`config.mk`:
```
export PLATFORM = sky130hd
export DESIGN_NAME = split_result_collector_flat
export DESIGN_NICKNAME = d
export VERILOG_FILES = /design/src/rtl/split_result_collector_pkg.sv /design/src/rtl/split_result_collector_if.sv /design/src/rtl/split_result_collector_sat_counter.sv /design/src/rtl/split_result_collector.sv /design/src/flat_wrapper.sv
export SDC_FILE = /design/constraint.sdc
export NUM_CORES = 1
export LEC_CHECK = 0
export ABC_CLOCK_PERIOD_IN_PS = 8900
export BUFFER_PORTS_ARGS = -buffer_cell sky130_fd_sc_hd__buf_4
export CAP_MARGIN = 25
export CORE_UTILIZATION = 61
export CTS_CLUSTER_SIZE = 16
export DETAILED_ROUTE_END_ITERATION = 7
export PLACE_DENSITY = 0.94
export RECOVER_POWER = 100
export SLEW_MARGIN = 20
export SYNTH_ARGS = -nofsm -noshare
export SYNTH_HDL_FRONTEND = slang
export SYNTH_SLANG_ARGS = --single-unit
```
`constraint.sdc`:
```
create_clock -name clk -period 8.9 [get_ports clk]
set_input_delay 0.445 -clock clk [delete_from_list [all_inputs] [get_ports clk]]
set_output_delay 0.445 -clock clk [all_outputs]
set_load 0.02 [all_outputs]
```
`src/rtl/split_result_collector_pkg.sv`:
```
// Shared definitions for the split result collector slice.
// Holds the collector state encoding and the default widths used by the
// interface, the saturating counter and the top module.
package split_pkg;

  localparam int NUM_SPLITS_DEF = 9;
  localparam int CAND_W_DEF     = 32;

  typedef enum logic [1:0] {
    ST_IDLE = 2'd0,
    ST_RUN  = 2'd1,
    ST_DONE = 2'd2
  } state_t;

endpackage

```
`src/rtl/split_result_collector_if.sv`:
```
// Candidate result handshake between the per-split checkers and the
// collector.
//   in_valid : producer has a candidate result on in_x
//   in_ready : collector takes in_x this cycle
//   in_x     : one result bit per split, bit i from split_i
// master = producer side (checkers), slave = collector side.
interface split_result_collector_if
  import split_pkg::*;
#(
  parameter int NUM_SPLITS = NUM_SPLITS_DEF
);

  logic                  in_valid;
  logic                  in_ready;
  logic [NUM_SPLITS-1:0] in_x;

  modport master (
    output in_valid,
    output in_x,
    input  in_ready
  );

  modport slave (
    input  in_valid,
    input  in_x,
    output in_ready
  );

endinterface

```
`src/rtl/split_result_collector_sat_counter.sv`:
```
// Saturating up-counter used for the satisfying-candidate count.
//   clk, rst_n : clock, asynchronous active-low reset
//   clr        : synchronous clear, wins over inc
//   inc        : add one unless already all-ones
//   count      : current value
//   all_ones   : count has saturated
module split_sat_counter
  import split_pkg::*;
#(
  parameter int W = CAND_W_DEF
) (
  input  logic         clk,
  input  logic         rst_n,
  input  logic         clr,
  input  logic         inc,
  output logic [W-1:0] count,
  output logic         all_ones
);

  assign all_ones = &count;

  always_ff @(posedge clk or negedge rst_n) begin
    if (!rst_n) begin
      count <= '0;
    end else if (clr) begin
      count <= '0;
    end else if (inc && !all_ones) begin
      count <= count + W'(1);
    end
  end

endmodule

```
`src/rtl/split_result_collector.sv`:
```
// Collects one result vector per candidate from the split checkers, decides
// whether the candidate satisfies every split, and summarises a job of
// num_cand candidates started by a start pulse.
//   clk, rst_n : clock, asynchronous active-low reset
//   start      : job start, honoured only in IDLE
//   num_cand   : candidate count, sampled on an accepted start
//   in_bus     : valid/ready/x handshake from the checkers (slave side)
//   busy       : job running
//   done       : one-cycle pulse when the job ends
//   sat_found  : at least one satisfying candidate in this job
//   sat_idx    : index of the first satisfying candidate
//   sat_count  : satisfying candidates, saturating
//   fail_mask  : sticky OR of ~in_x over accepted candidates
//
// state   | meaning
// --------+--------------------------------------------------------
// IDLE    | waiting for start, previous results held
// RUN     | accepting candidates, busy and in_ready high
// DONE    | single cycle, done pulse, results final
module split_result_collector
  import split_pkg::*;
#(
  parameter int NUM_SPLITS    = NUM_SPLITS_DEF,
  parameter int CAND_W        = CAND_W_DEF,
  parameter bit STOP_ON_FIRST = 1'b0
) (
  input  logic                  clk,
  input  logic                  rst_n,
  input  logic                  start,
  input  logic [CAND_W-1:0]     num_cand,
  split_result_collector_if.slave in_bus,
  output logic                  busy,
  output logic                  done,
  output logic                  sat_found,
  output logic [CAND_W-1:0]     sat_idx,
  output logic [CAND_W-1:0]     sat_count,
  output logic [NUM_SPLITS-1:0] fail_mask
);

  state_t state_q, state_d;

  logic              ready_int;
  logic              job_start;
  logic              accept;
  logic              all_sat;
  logic              last_cand;
  logic              sat_count_full;
  logic [CAND_W-1:0] cand_idx;
  logic [CAND_W-1:0] target;

  assign job_start = (state_q == ST_IDLE) && start;
  // Derived straight from the state so the handshake has no comb loop.
  assign accept    = in_bus.in_valid && (state_q == ST_RUN);
  assign all_sat   = &in_bus.in_x;
  assign last_cand = (cand_idx == target - CAND_W'(1));

  assign in_bus.in_ready = ready_int;

  always_ff @(posedge clk or negedge rst_n) begin
    if (!rst_n) begin
      state_q <= ST_IDLE;
    end else begin
      state_q <= state_d;
    end
  end

  always_comb begin
    state_d   = state_q;
    busy      = 1'b0;
    done      = 1'b0;
    ready_int = 1'b0;
    case (state_q)
      ST_IDLE: begin
        if (start) begin
          state_d = (num_cand == '0) ? ST_DONE : ST_RUN;
        end
      end
      ST_RUN: begin
        busy      = 1'b1;
        ready_int = 1'b1;
        if (accept && (last_cand || (STOP_ON_FIRST && all_sat))) begin
          state_d = ST_DONE;
        end
      end
      ST_DONE: begin
        done    = 1'b1;
        state_d = ST_IDLE;
      end
      default: begin
        state_d = ST_IDLE;
      end
    endcase
  end

  always_ff @(posedge clk or negedge rst_n) begin
    if (!rst_n) begin
      cand_idx  <= '0;
      target    <= '0;
      sat_found <= 1'b0;
      sat_idx   <= '0;
      fail_mask <= '0;
    end else if (job_start) begin
      cand_idx  <= '0;
      target    <= num_cand;
      sat_found <= 1'b0;
      sat_idx   <= '0;
      fail_mask <= '0;
    end else if (accept) begin
      fail_mask <= fail_mask | ~in_bus.in_x;
      if (all_sat && !sat_found) begin
        sat_found <= 1'b1;
        sat_idx   <= cand_idx;
      end
      cand_idx <= cand_idx + CAND_W'(1);
    end
  end

  split_sat_counter #(
    .W (CAND_W)
  ) u_sat_count (
    .clk      (clk),
    .rst_n    (rst_n),
    .clr      (job_start),
    .inc      (accept && all_sat && !sat_count_full),
    .count    (sat_count),
    .all_ones (sat_count_full)
  );

endmodule

```
`src/flat_wrapper.sv`:
```
// flat-port wrapper written by rule: the top's interface ports become plain ports
module split_result_collector_flat import split_pkg::*;
#(
  parameter int NUM_SPLITS    = NUM_SPLITS_DEF,
  parameter int CAND_W        = CAND_W_DEF,
  parameter bit STOP_ON_FIRST = 1'b0
)
  (clk, rst_n, start, num_cand, busy, done, sat_found, sat_idx, sat_count, fail_mask, in_bus_in_valid, in_bus_in_x, in_bus_in_ready);
  split_result_collector_if #(.NUM_SPLITS(NUM_SPLITS)) in_bus_i ();
  input  logic clk;
  input  logic rst_n;
  input  logic start;
  input  logic [CAND_W-1:0] num_cand;
  output logic busy;
  output logic done;
  output logic sat_found;
  output logic [CAND_W-1:0] sat_idx;
  output logic [CAND_W-1:0] sat_count;
  output logic [NUM_SPLITS-1:0] fail_mask;
  input wire logic [$bits(in_bus_i.in_valid)-1:0] in_bus_in_valid;
  input wire logic [$bits(in_bus_i.in_x)-1:0] in_bus_in_x;
  output wire logic [$bits(in_bus_i.in_ready)-1:0] in_bus_in_ready;
  assign in_bus_i.in_valid = in_bus_in_valid;
  assign in_bus_i.in_x = in_bus_in_x;
  assign in_bus_in_ready = in_bus_i.in_ready;
  split_result_collector #(.NUM_SPLITS(NUM_SPLITS), .CAND_W(CAND_W), .STOP_ON_FIRST(STOP_ON_FIRST)) u_core (.clk(clk), .rst_n(rst_n), .start(start), .num_cand(num_cand), .in_bus(in_bus_i), .busy(busy), .done(done), .sat_found(sat_found), .sat_idx(sat_idx), .sat_count(sat_count), .fail_mask(fail_mask));
endmodule
```
## Word-level counts from Yosys, hierarchy flattened

Index checks and enable logic that the tools add are counted.

- Flip-flop bits (word level): 140
- Bits in latches: 0
- Bits in writable memories: 0
- Bits in read-only memories: 0
- Input bits: 45
- Output and inout port bits: 77
- Word-level logic and storage cells: 53
- Memories kept: 0

- $add $sub $neg: 3
- $mul: 0
- Divide/modulo/power cells: 0
- Order comparisons: 0
- Eq/ne operators: 5
- Shifts and indexed selects: 0
- Muxes and demuxes: 18
- Bitwise operators: 2
- Reductions and logical operators: 18

Operators with widths:

| cell | number |
|---|---|
| $mux W32 | 7 |
| $add A32 B1 Y32 const B | 2 |
| $eq A32 B32 Y1 | 1 |
| $logic_not A32 Y1 | 1 |
| $reduce_and A32 Y1 | 1 |
| $sub A32 B1 Y32 const B | 1 |
| $mux W9 | 2 |
| $not A9 Y9 | 1 |
| $or A9 B9 Y9 | 1 |
| $reduce_and A9 Y1 | 1 |
| $logic_and A1 B1 Y1 | 7 |
| $mux W2 | 3 |
| $reduce_bool A2 Y1 | 3 |
| $mux W1 | 5 |
| $ne A2 B2 Y1 const B | 2 |
| $pmux W2 S2 | 1 |
| $reduce_and A2 Y1 | 2 |
| $eq A2 B1 Y1 const B | 1 |
| $eq A2 B2 Y1 const B | 1 |
| $logic_not A1 Y1 | 2 |
| $logic_not A2 Y1 | 1 |

## Logic depth before layout (Yosys ltp)

Gate-level depths: netlist of run 1.

- Word-level depth: 7
- Gate-level depth with buffers: 10

## Hierarchy

A second synthesis of run 1 with hierarchy kept.

- Cell total of the unflattened synthesis: 874
- Area, all modules: 7576.0 sq um

By module, submodules not included:

| module | times used | cells an instance | area an instance (sq um) |
|---|---|---|---|
| split_result_collector | 1 | 684 | 5761.8 |
| split_sat_counter | 1 | 190 | 1814.2 |

## Least setup slack after synthesis of run 1

No wires, ideal clock.

- Path kind: register to register
- From: register u_core.target[16]
- To: register u_core.state_q[0]
- Arrival: 2840 ps
- Data required time: 8760 ps
- Path slack: 5920 ps
- Cell stages (with the launch flop): 10
- Path buffers: 1
- Period minus slack after synthesis: 2980 ps
- Path through: dfrtp_1 -> or3_4 -> or3_1 -> buf_2 -> nor3_2 -> a21oi_1 -> or4_1 -> or4_1 -> nor4_2 -> o32ai_1

- Word-level cells in the longest chain between the ends: 5

Ends and longest elaborated chain:

| element | RTL line | source |
|---|---|---|
| from (decl) | split_result_collector.sv:49 | `logic [CAND_W-1:0] target;` |
| from (signal assigned) | split_result_collector.sv:104 | `target <= num_cand;` |
| $sub A32 B1 Y32 | split_result_collector.sv:55 | `assign last_cand = (cand_idx == target - CAND_W'(1));` |
| $eq A32 B32 Y1 | split_result_collector.sv:55 |  |
| $logic_and A1 B1 Y1 | split_result_collector.sv:81 | `if (accept && (last_cand \|\| (STOP_ON_FIRST && all_sat))) begin` |
| $ne A2 B2 Y1 (no source line) | - |  |
| $reduce_and A2 Y1 (no source line) | - |  |
| to (signal assigned) | split_result_collector.sv:63 | `state_q <= state_d;` |
| to (decl) | split_result_collector.sv:40 | `state_t state_q, state_d;` |

Every way passes these cells.
A chain may end at the register's enable or synchronous reset.

## Worst setup path after layout of run 1

- From: register u_core.state_q[0]
- To: register u_core.cand_idx[1]

- Word-level cells in the longest chain between the ends: 3

Ends and longest elaborated chain:

| element | RTL line | source |
|---|---|---|
| $eq A2 B1 Y1 / $logic_not A2 Y1 (equally long branches) | split_result_collector.sv:53, split_result_collector.sv:51 |  |
| $logic_and A1 B1 Y1 (on tied branches) | split_result_collector.sv:53, split_result_collector.sv:51 |  |
| $reduce_bool A2 Y1 (no source line) / $mux W32 (equally long branches) | - |  |
| to (signal assigned) | split_result_collector.sv:114 | `cand_idx <= cand_idx + CAND_W'(1);` |
| to (decl) | split_result_collector.sv:48 | `logic [CAND_W-1:0] cand_idx;` |

Parallel ways exist; a longest one is shown, timed or not.

==> reports/qor.txt, run 1 <==
DRC: 12
nets@finish: 975
pwr/cell area: 257 nW/µm²
crit path capture type: register
Starting Density: 63.4%
Yosys warnings: 0
Mean Syn Cell Area: 8.85 µm²
Ant. Diodes: 0
Critical Path Fanout Max: 65
share of cells above drive strength 1: 9.79%
Critical-path top delay cell: clkbuf_1
Clk pwr share: 31.8%
Max Cap Violations: 4
Skew-Pair Late Insertion Delay: 430 ps
WL/cell: 17.4 µm
Comb pwr share: 28.5%
RSZ-0062 raised after global routing: false
CTS HTree Levels: 4
first-pass GRT wire length: 31,000 µm
CTS tree: yes
Most used DFF post-synth: dfrtp_1
Final ANT Viol Nets: 0
Seq pwr share: 39.7%
CTS Buf Count: 17
Sw Ratio: 36.7%
initial antenna violation count: 0
GR met1 Demand/Resource: 43.7%
setup TNS: 0 ps
busiest grt layer: met2
Worst Hold Class: input port to register
Slew @ Worst Pin: 3660 ps
final-report setup violation count: 0
clock slew at the register clock pins of the worst setup and hold paths: 60 ps
Int Pwr: 1.39 mW
total gr overflow: 0
Worst VDD drop: 0.186 mV
setup bufs post-CTS: 0
skew final: 8.53 ps
die area: 12,400 µm²
EDFF count, synth: 0
fraction of met2 tracks used by global routing: 49.8%
pin count of the biggest net entering global routing: 72
Yosys reg bits: 140
Chip Height: 111 µm
Final Hold Fails: 0
Period minus WS final: 4680 ps
Hold Buf Count CTS: 0
Setup CP Type: register to register
sequential element share of the synthesized area: 48.0%
Die W: 111 µm
Mapped Area: 7300 µm²
commonest non-fill, non-tap cell in the layout: nand2_1
routed vias: 6,621
Critical Path AT: 4980 ps
most frequent cells in the layout: nand2_1, dfrtp_1, clkbuf_1
I/O pins: 122
CP required: 9210 ps
DR pass1 iterations: 7
Via-to-Cell Ratio: 6.11
routed wire length: 18,900 µm
overall power: 2.19 mW
M3 GR Usage: 7.73%
I/O Buffers: 121
total clock sinks: 140
Post-synth ARST share: 100%
vias in the first global route: 6,202
Post-Synthesis Cells: 824
GRT Total Usage: 31.8%
Critical Path Most Common Cell: nor2_1
crit-path cells: nor2_1, and2_0, clkbuf_1, nor2_1, a22o_1
HPWL after DPL: 12,500 µm
root buffer cell: clkbuf_16
Pleak: 3.90 nW
Post-CTS Resized: 0
Core Region: 11,500 µm²
Mapped Nets: 872
Net Switching: 0.804 mW
routability cong.: 0.912
fin util: 74.1%
Cell Count, Final, Fillers Out: 1,083
Yosys cell types: 56
relative slew slack: -144%
slowest stage delay, CP: 2020 ps
area delta synth->final: 16.9%
DRT iter0 DRCs: 780
Setup crit start kind: register
status: finished with violations
maximum clock frequency: 0.214 GHz
# placed instances: 1,050
row cnt: 39
Max Slew Vio Count: 234
period utilisation layout: 52.5%
failing checks: DRC, capacitance limit, slew limit
clock tree buffer depth: 2
-- power groups by stage --
stage                     Combinational (mW)  Clock [mW]  Sequential (mW)
after floorplan                        0.477           0            0.843
after global placement                 0.613           0            0.869
after detailed placement               0.629           0            0.874
after CTS                              0.643       0.703            0.866
after global routing                   0.693       0.736            0.881
final                                  0.626       0.698            0.870
-- cells in the mapped netlist, types with 3 or more instances --
| cell | n | area [µm²] |
|---|---|---|
| a21o_1 | 3 | 22.5 |
| a21oi_1 | 17 | 85.1 |
| a31oi_1 | 3 | 18.8 |
| and2_1 | 8 | 50.1 |
| and3_1 | 17 | 106 |
| and4_1 | 4 | 35.0 |
| buf_2 | 3 | 15.0 |
| clkbuf_1 | 35 | 131 |
| dfrtp_1 | 140 | 3500 |
| ha_1 | 3 | 37.5 |
| inv_1 | 9 | 33.8 |
| mux2i_1 | 4 | 40.0 |
| nand2_1 | 199 | 747 |
| nand3_1 | 28 | 140 |
| nand4_1 | 19 | 119 |
| nand4_2 | 3 | 37.5 |
| nand4b_1 | 4 | 35.0 |
| nor2_1 | 67 | 251 |
| nor2b_1 | 8 | 50.1 |
| nor3_1 | 12 | 60.1 |
| nor3_2 | 3 | 30.0 |
| nor3b_1 | 3 | 22.5 |
| nor4_1 | 22 | 138 |
| nor4_2 | 3 | 37.5 |
| o211ai_1 | 3 | 22.5 |
| o21ai_0 | 60 | 300 |
| o31ai_1 | 3 | 22.5 |
| or3_1 | 16 | 100 |
| or4_1 | 4 | 30.0 |
| xnor2_1 | 34 | 298 |
| xor2_1 | 54 | 473 |
-- metrics by stage --
stage,cell area [µm²],setup slack (ps),hold WS [ps]
6_report,8530,4220,221
4_1_cts,8830,5340,34.0
5_1_grt,8530,3930,215
3_3_place_gp,8240,5550,465
3_5_place_dp,8240,5410,477
2_1_floorplan,7300,5920,149
-- per-layer routing --
metal / part of all wire (%) / vias to the layer above / wire (µm)
met5: 0 / - / 0
met4: 1.8 / 0 / 337
met3: 8.2 / 38 / 1550
met2: 46 / 335 / 8760
met1: 44 / 3217 / 8210
li1: - / 3031 / -
-- worst max-delay path, delay by kind of cell (launching register included) --
kind | cells | cell delay, ps
buffers and inverters | 1 | 2020
AND/OR/NAND/NOR | 3 | 1770
flip-flops | 1 | 410
AO/OA/AOI/OAI | 1 | 320
-- final timing paths --
kind | start | to | slack, ps | depth (start not counted)
min in group asynchronous | rst_n | u_core.sat_idx[7] | 1270 | 1
setup reg to reg | u_core.state_q[0] | u_core.cand_idx[1] | 4220 | 5
hold / removal | num_cand[20] | u_core.target[20] | 220 | 3
max in group asynchronous | rst_n | u_core.u_sat_count.count[16] | 5280 | 2
setup / recovery | u_core.state_q[0] | u_core.cand_idx[1] | 4220 | 5
hold reg to reg | u_core.fail_mask[5] | u_core.fail_mask[5] | 480 | 2
-- kinds of logic (layout without fill, tap and decap cells) --
| logic type | after synthesis | in the layout | synth area share (%) |
|---|---|---|---|
| flip-flops | 140 | 140 | 48.0 |
| AO/OA/AOI/OAI | 104 | 104 | 8.30 |
| XOR/XNOR | 88 | 88 | 10.6 |
| AND/OR/NAND/NOR | 435 | 435 | 29.2 |
| adder cells (fa/ha/maj) | 3 | 3 | 0.515 |
| buffers and inverters | 50 | 166 | 2.88 |
| multiplexers | 4 | 4 | 0.549 |
-- sequential cells by signal (all words and copies together), names as in the netlist --
| name | cells |
|---|---|
| u_core.fail_mask | 9 |
| u_core.state_q | 2 |
| u_core.target | 32 |
| u_core.cand_idx | 32 |
| u_core.sat_idx | 32 |
| u_core.sat_found | 1 |
| u_core.u_sat_count.count | 32 |
-- cell type report --
class | count | area, µm²
clock buffers | 18 | 439
clock inverters | 14 | 144
fillers | 853 | 2990
inverters | 9 | 33.8
multi-input cells | 634 | 3580
flip-flops and latches | 140 | 3500
well taps | 143 | 179
repair buffers | 125 | 651
(Power assumes the default switching activity.)
==> run 2: changes to the inputs <==
--- a/config.mk
+++ b/config.mk
@@ -5,13 +5,13 @@
 export SDC_FILE = /design/constraint.sdc
 export NUM_CORES = 1
 export LEC_CHECK = 0
-export ABC_CLOCK_PERIOD_IN_PS = 8900
+export ABC_CLOCK_PERIOD_IN_PS = 3900
 export BUFFER_PORTS_ARGS = -buffer_cell sky130_fd_sc_hd__buf_4
 export CAP_MARGIN = 25
-export CORE_UTILIZATION = 61
+export CORE_UTILIZATION = 51
 export CTS_CLUSTER_SIZE = 16
 export DETAILED_ROUTE_END_ITERATION = 7
-export PLACE_DENSITY = 0.94
+export PLACE_DENSITY = 0.84
 export RECOVER_POWER = 100
 export SLEW_MARGIN = 20
 export SYNTH_ARGS = -nofsm -noshare
==> constraint.sdc (replaced) <==
create_clock -name clk -period 3.9 [get_ports clk]
set_input_delay 0.195 -clock clk [delete_from_list [all_inputs] [get_ports clk]]
set_output_delay 0.195 -clock clk [all_outputs]
set_load 0.02 [all_outputs]
==> reports/qor.txt, run 2 (synthesized netlist as in run 1, its figures left out) <==
status: finished with violations
failing checks: capacitance limit, slew limit
Chip Height: 122 µm
pin count of the biggest net entering global routing: 100
Setup CP Type: register to register
Starting Density: 52.4%
crit path launch: u_core.target[0]
CTS tree: yes
first-pass GRT wire length: 31,400 µm
Setup crit start kind: register
DRT iter0 DRCs: 554
Period minus WS final: 3480 ps
I/O pins: 122
Die W: 122 µm
die area: 14,800 µm²
RSZ-0062 raised after global routing: false
routed wire length: 19,500 µm
maximum clock frequency: 0.287 GHz
Final ANT Viol Nets: 0
share of cells above drive strength 1: 9.79%
CTS HTree Levels: 4
Core Region: 13,900 µm²
most frequent cells in the layout: nand2_1, dfrtp_1, clkbuf_1
routed vias: 6,625
period utilisation layout: 89.3%
Final Hold Fails: 0
WL/cell: 16.8 µm
clock slew at the register clock pins of the worst setup and hold paths: 60 ps
row cnt: 43
relative slew slack: -59.7%
pwr/cell area: 569 nW/µm²
Reg-to-Reg Start: u_core.target[0]
nets@finish: 1,017
CP required: 4170 ps
reg2reg setup slack: 420 ps
HPWL after DPL: 12,700 µm
Skew-Pair Late Insertion Delay: 430 ps
final-report setup violation count: 0
CTS Buf Count: 17
skew final: 10.4 ps
total clock sinks: 140
I/O Buffers: 121
clock tree buffer depth: 2
total gr overflow: 0
Pleak: 4.09 nW
R2R depth: 10
routability cong.: 0.931
setup TNS: 0 ps
Worst VDD drop: 0.428 mV
root buffer cell: clkbuf_16
setup bufs post-CTS: 0
crit path capture type: register
Worst Hold Class: input port to register
area delta synth->final: 23.2%
vias in the first global route: 6,179
Critical Path Sink: u_core.state_q[0]
Critical Path AT: 3760 ps
Via-to-Cell Ratio: 5.71
Max Cap Violations: 2
Slew @ Worst Pin: 2400 ps
overall power: 5.11 mW
GRT Total Usage: 27.6%
Critical Path Fanout Max: 5
initial antenna violation count: 0
Max Slew Vio Count: 145
hold path depth: 3
commonest non-fill, non-tap cell in the layout: nand2_1
DRC: 0
r2r endpoint: u_core.state_q[0]
Ant. Diodes: 0
DR pass1 iterations: 5
## run 2: changes by cell type in the layout (fill, tap and decap cells not counted), sizes merged
| cell | before | now |
|---|---|---|
| inv | 11 | 12 |
| dlygate4sd3 | 0 | 38 |
| clkbuf | 98 | 103 |
| clkinvlp | 5 | 2 |
| bufinv | 2 | 3 |
| buf | 45 | 44 |
## run 2: final cells by class
class,count,area (µm²)
inverter,9,33.8
clock inverter,13,164
timing repair buffer,167,1040
tap,180,225
clock buffer,18,439
sequential,140,3500
fill,1156,4950
multi-input combinational,634,3590
## run 2: worst max-delay path, cell delays in order, from the launching register on
cell	delay (ps)
dfrtp_1	430
inv_1	100
ha_1	240
nor4b_4	380
nand4_2	240
nor3_1	250
xnor2_1	110
or4_1	460
or4_1	540
nor4_2	460
o32ai_1	130
## run 2: layer usage
metal  GRT usage (%)  routed length, µm  share of wire [%]
met4            9.10                386                2.0
met1            36.9               8410                 43
met3            6.37               1350                6.9
met5               0                  0                  0
met2            44.2               9370                 48
## run 2: how the worst min path moves through the flow
stage | start | endpoint
finish | num_cand[16] | u_core.target[16]
detailed placement | rst_n | u_core.sat_idx[25]
global route | num_cand[16] | u_core.target[16]
CTS | num_cand[16] | u_core.target[16]
floorplan | rst_n | u_core.cand_idx[0]
global placement | rst_n | u_core.sat_idx[29]
## run 2: repair_timing
action                                 4_1_cts  5_1_grt
endpoints found under the hold margin      134        0
gates resized for setup                      0        0
hold buffers                                38        0
## run 2: report_power, final
group	switching [mW]	leakage [nW]	internal, mW	total [mW]
registers	0.327	1.87	1.66	1.99
logic	0.879	1.93	0.583	1.46
clock network	0.640	0.293	1.02	1.66
total	1.85	4.09	3.26	5.11
## run 2: per-stage QoR
step | setup WS (ps) | area, µm² | util, % | cells | hold WS, ps
finish | 416 | 8990 | 64.5 | 1161 | 6.74
global route | 126 | 8990 | 64.5 | 1161 | 13.3
CTS | 479 | 9310 | 66.8 | 1161 | 20.0
detailed placement | 490 | 8330 | 59.8 | 1092 | 354
global placement | 621 | 8330 | 59.8 | 1092 | 348
floorplan | 920 | 7300 | - | 824 | -101
==> run 3: changes to the inputs <==
==> constraint.sdc (replaced) <==
create_clock -name clk -period 3.9 [get_ports clk]
set_input_delay 0.195 -clock clk [delete_from_list [all_inputs] [get_ports clk]]
set_output_delay 0.195 -clock clk [all_outputs]
set_load 0.005 [all_outputs]
==> reports/qor.txt, run 3 (synthesized netlist as in run 1, its figures left out) <==
status: finished with violations
failing checks: capacitance limit, slew limit
Core Region: 13,900 µm²
pin count of the biggest net entering global routing: 100
slowest stage delay, CP: 540 ps
Skew-Pair Late Insertion Delay: 420 ps
Critical Path AT: 3770 ps
CTS HTree Levels: 4
WHS: 9.49 ps
Critical Path Fanout Max: 5
relative slew slack: -58.6%
Chip Height: 122 µm
Setup crit start kind: register
GRT Total Usage: 27.6%
WL/cell: 16.8 µm
setup TNS: 0 ps
total gr overflow: 0
Via-to-Cell Ratio: 5.76
hold path depth: 3
Max Slew Vio Count: 145
I/O Buffers: 121
M3 GR Usage: 6.37%
area delta synth->final: 26.9%
first-pass GRT wire length: 31,400 µm
CTS tree: yes
row cnt: 43
Setup CP Type: register to register
hold path start: num_cand[16]
commonest non-fill, non-tap cell in the layout: nand2_1
crit path capture type: register
routed vias: 6,682
HPWL after DPL: 12,700 µm
nets@finish: 1,017
period utilisation layout: 89.7%
skew final: 9.99 ps
reg2reg setup slack: 400 ps
Final Hold Fails: 0
pwr/cell area: 548 nW/µm²
routability cong.: 0.931
Pleak: 4.35 nW
Max Cap Violations: 2
DRC: 0
I/O pins: 122
final-report setup violation count: 0
CTS Buf Count: 17
Slew @ Worst Pin: 2380 ps
r2r endpoint: u_core.state_q[0]
Worst VDD drop: 0.408 mV
Ant. Diodes: 0
fin util: 66.4%
total clock sinks: 140
vias in the first global route: 6,179
busiest grt layer: met2
R2R depth: 10
Worst Hold Class: input port to register
pre-CTS setup slack: 490 ps
share of cells above drive strength 1: 17.0%
# placed instances: 1,092
Period minus WS final: 3500 ps
crit-path cells: inv_1, ha_1, nor4b_4, nand4_2, nor3_1, xnor2_1, or4_1, or4_1, nor4_2, o32ai_1
RSZ-0062 raised after global routing: false
Reg-to-Reg Start: u_core.target[0]
GR met1 Demand/Resource: 36.9%
initial antenna violation count: 0
clock slew at the register clock pins of the worst setup and hold paths: 60 ps
maximum clock frequency: 0.286 GHz
clock tree buffer depth: 2
Critical Path Most Common Cell: or4_1
FILL cells: 1,086
Hold EP: u_core.target[16]
root buffer cell: clkbuf_16
Critical-path top delay cell: or4_1
DR pass1 iterations: 5
routed wire length: 19,400 µm
Cell Count, Final, Fillers Out: 1,161
Starting Density: 52.4%
CP required: 4170 ps
Die W: 122 µm
fraction of met2 tracks used by global routing: 44.2%
most frequent cells in the layout: nand2_1, dfrtp_1, clkbuf_4
Setup WS post-layout: 403 ps
DRT iter0 DRCs: 605
die area: 14,800 µm²
Final ANT Viol Nets: 0
==> run 3: power breakdown <==
part | switching, mW | internal [mW]
Combinational | 0.814 | 0.615
Sequential | 0.328 | 1.66
Clock | 0.639 | 1.02
==> run 3: how the worst max path moves through the flow <==
stage                      startpoint            endpoint  slack [ps]  cells after the start
floorplan           u_core.target[16]   u_core.state_q[0]         920                      9
global placement     u_core.target[0]   u_core.state_q[0]         620                     10
detailed placement   u_core.target[0]   u_core.state_q[0]         490                     10
CTS                  u_core.target[0]   u_core.state_q[0]         480                     10
global route        u_core.state_q[1]  u_core.sat_idx[23]         130                      5
finish               u_core.target[0]   u_core.state_q[0]         400                     10
==> run 3: final cells by class <==
class,count,area (µm²),share of cell area (%)
flip-flops and latches,140,3500,37.9
inverters,9,33.8,0.365
clock buffers,18,439,4.75
clock inverters,13,164,1.77
repair buffers,167,1300,14.1
multi-input cells,634,3590,38.8
well taps,180,225,2.43
==> run 3: timing repair <==
| action | in CTS | in global routing |
|---|---|---|
| gates resized for setup | 0 | 0 |
| hold buffers | 38 | 0 |
| buffers inserted | 0 | 0 |
| hold endpoints to repair | 134 | 0 |
==> run 3: per-layer routing <==
layer	part of all wire (%)	wire length, µm
met5	0	0
met4	2.5	492
met3	6.9	1350
met2	48	9240
met1	43	8360
==> run 3: worst max-delay path, delay by kind of cell (launching register included) <==
family | cells | cell delay [ps]
adder cells (fa/ha/maj) | 1 | 240
flip-flops | 1 | 430
AND/OR/NAND/NOR | 6 | 2340
XOR/XNOR | 1 | 110
buffers and inverters | 1 | 100
AO/OA/AOI/OAI | 1 | 130
==> run 3: per-stage QoR <==
step	instance area, µm²	power (mW)
after global routing	9260	5.33
after CTS	9310	5.04
after floorplan	7300	2.95
after global placement	8330	3.32
final	9260	5.08
after detailed placement	8330	3.37
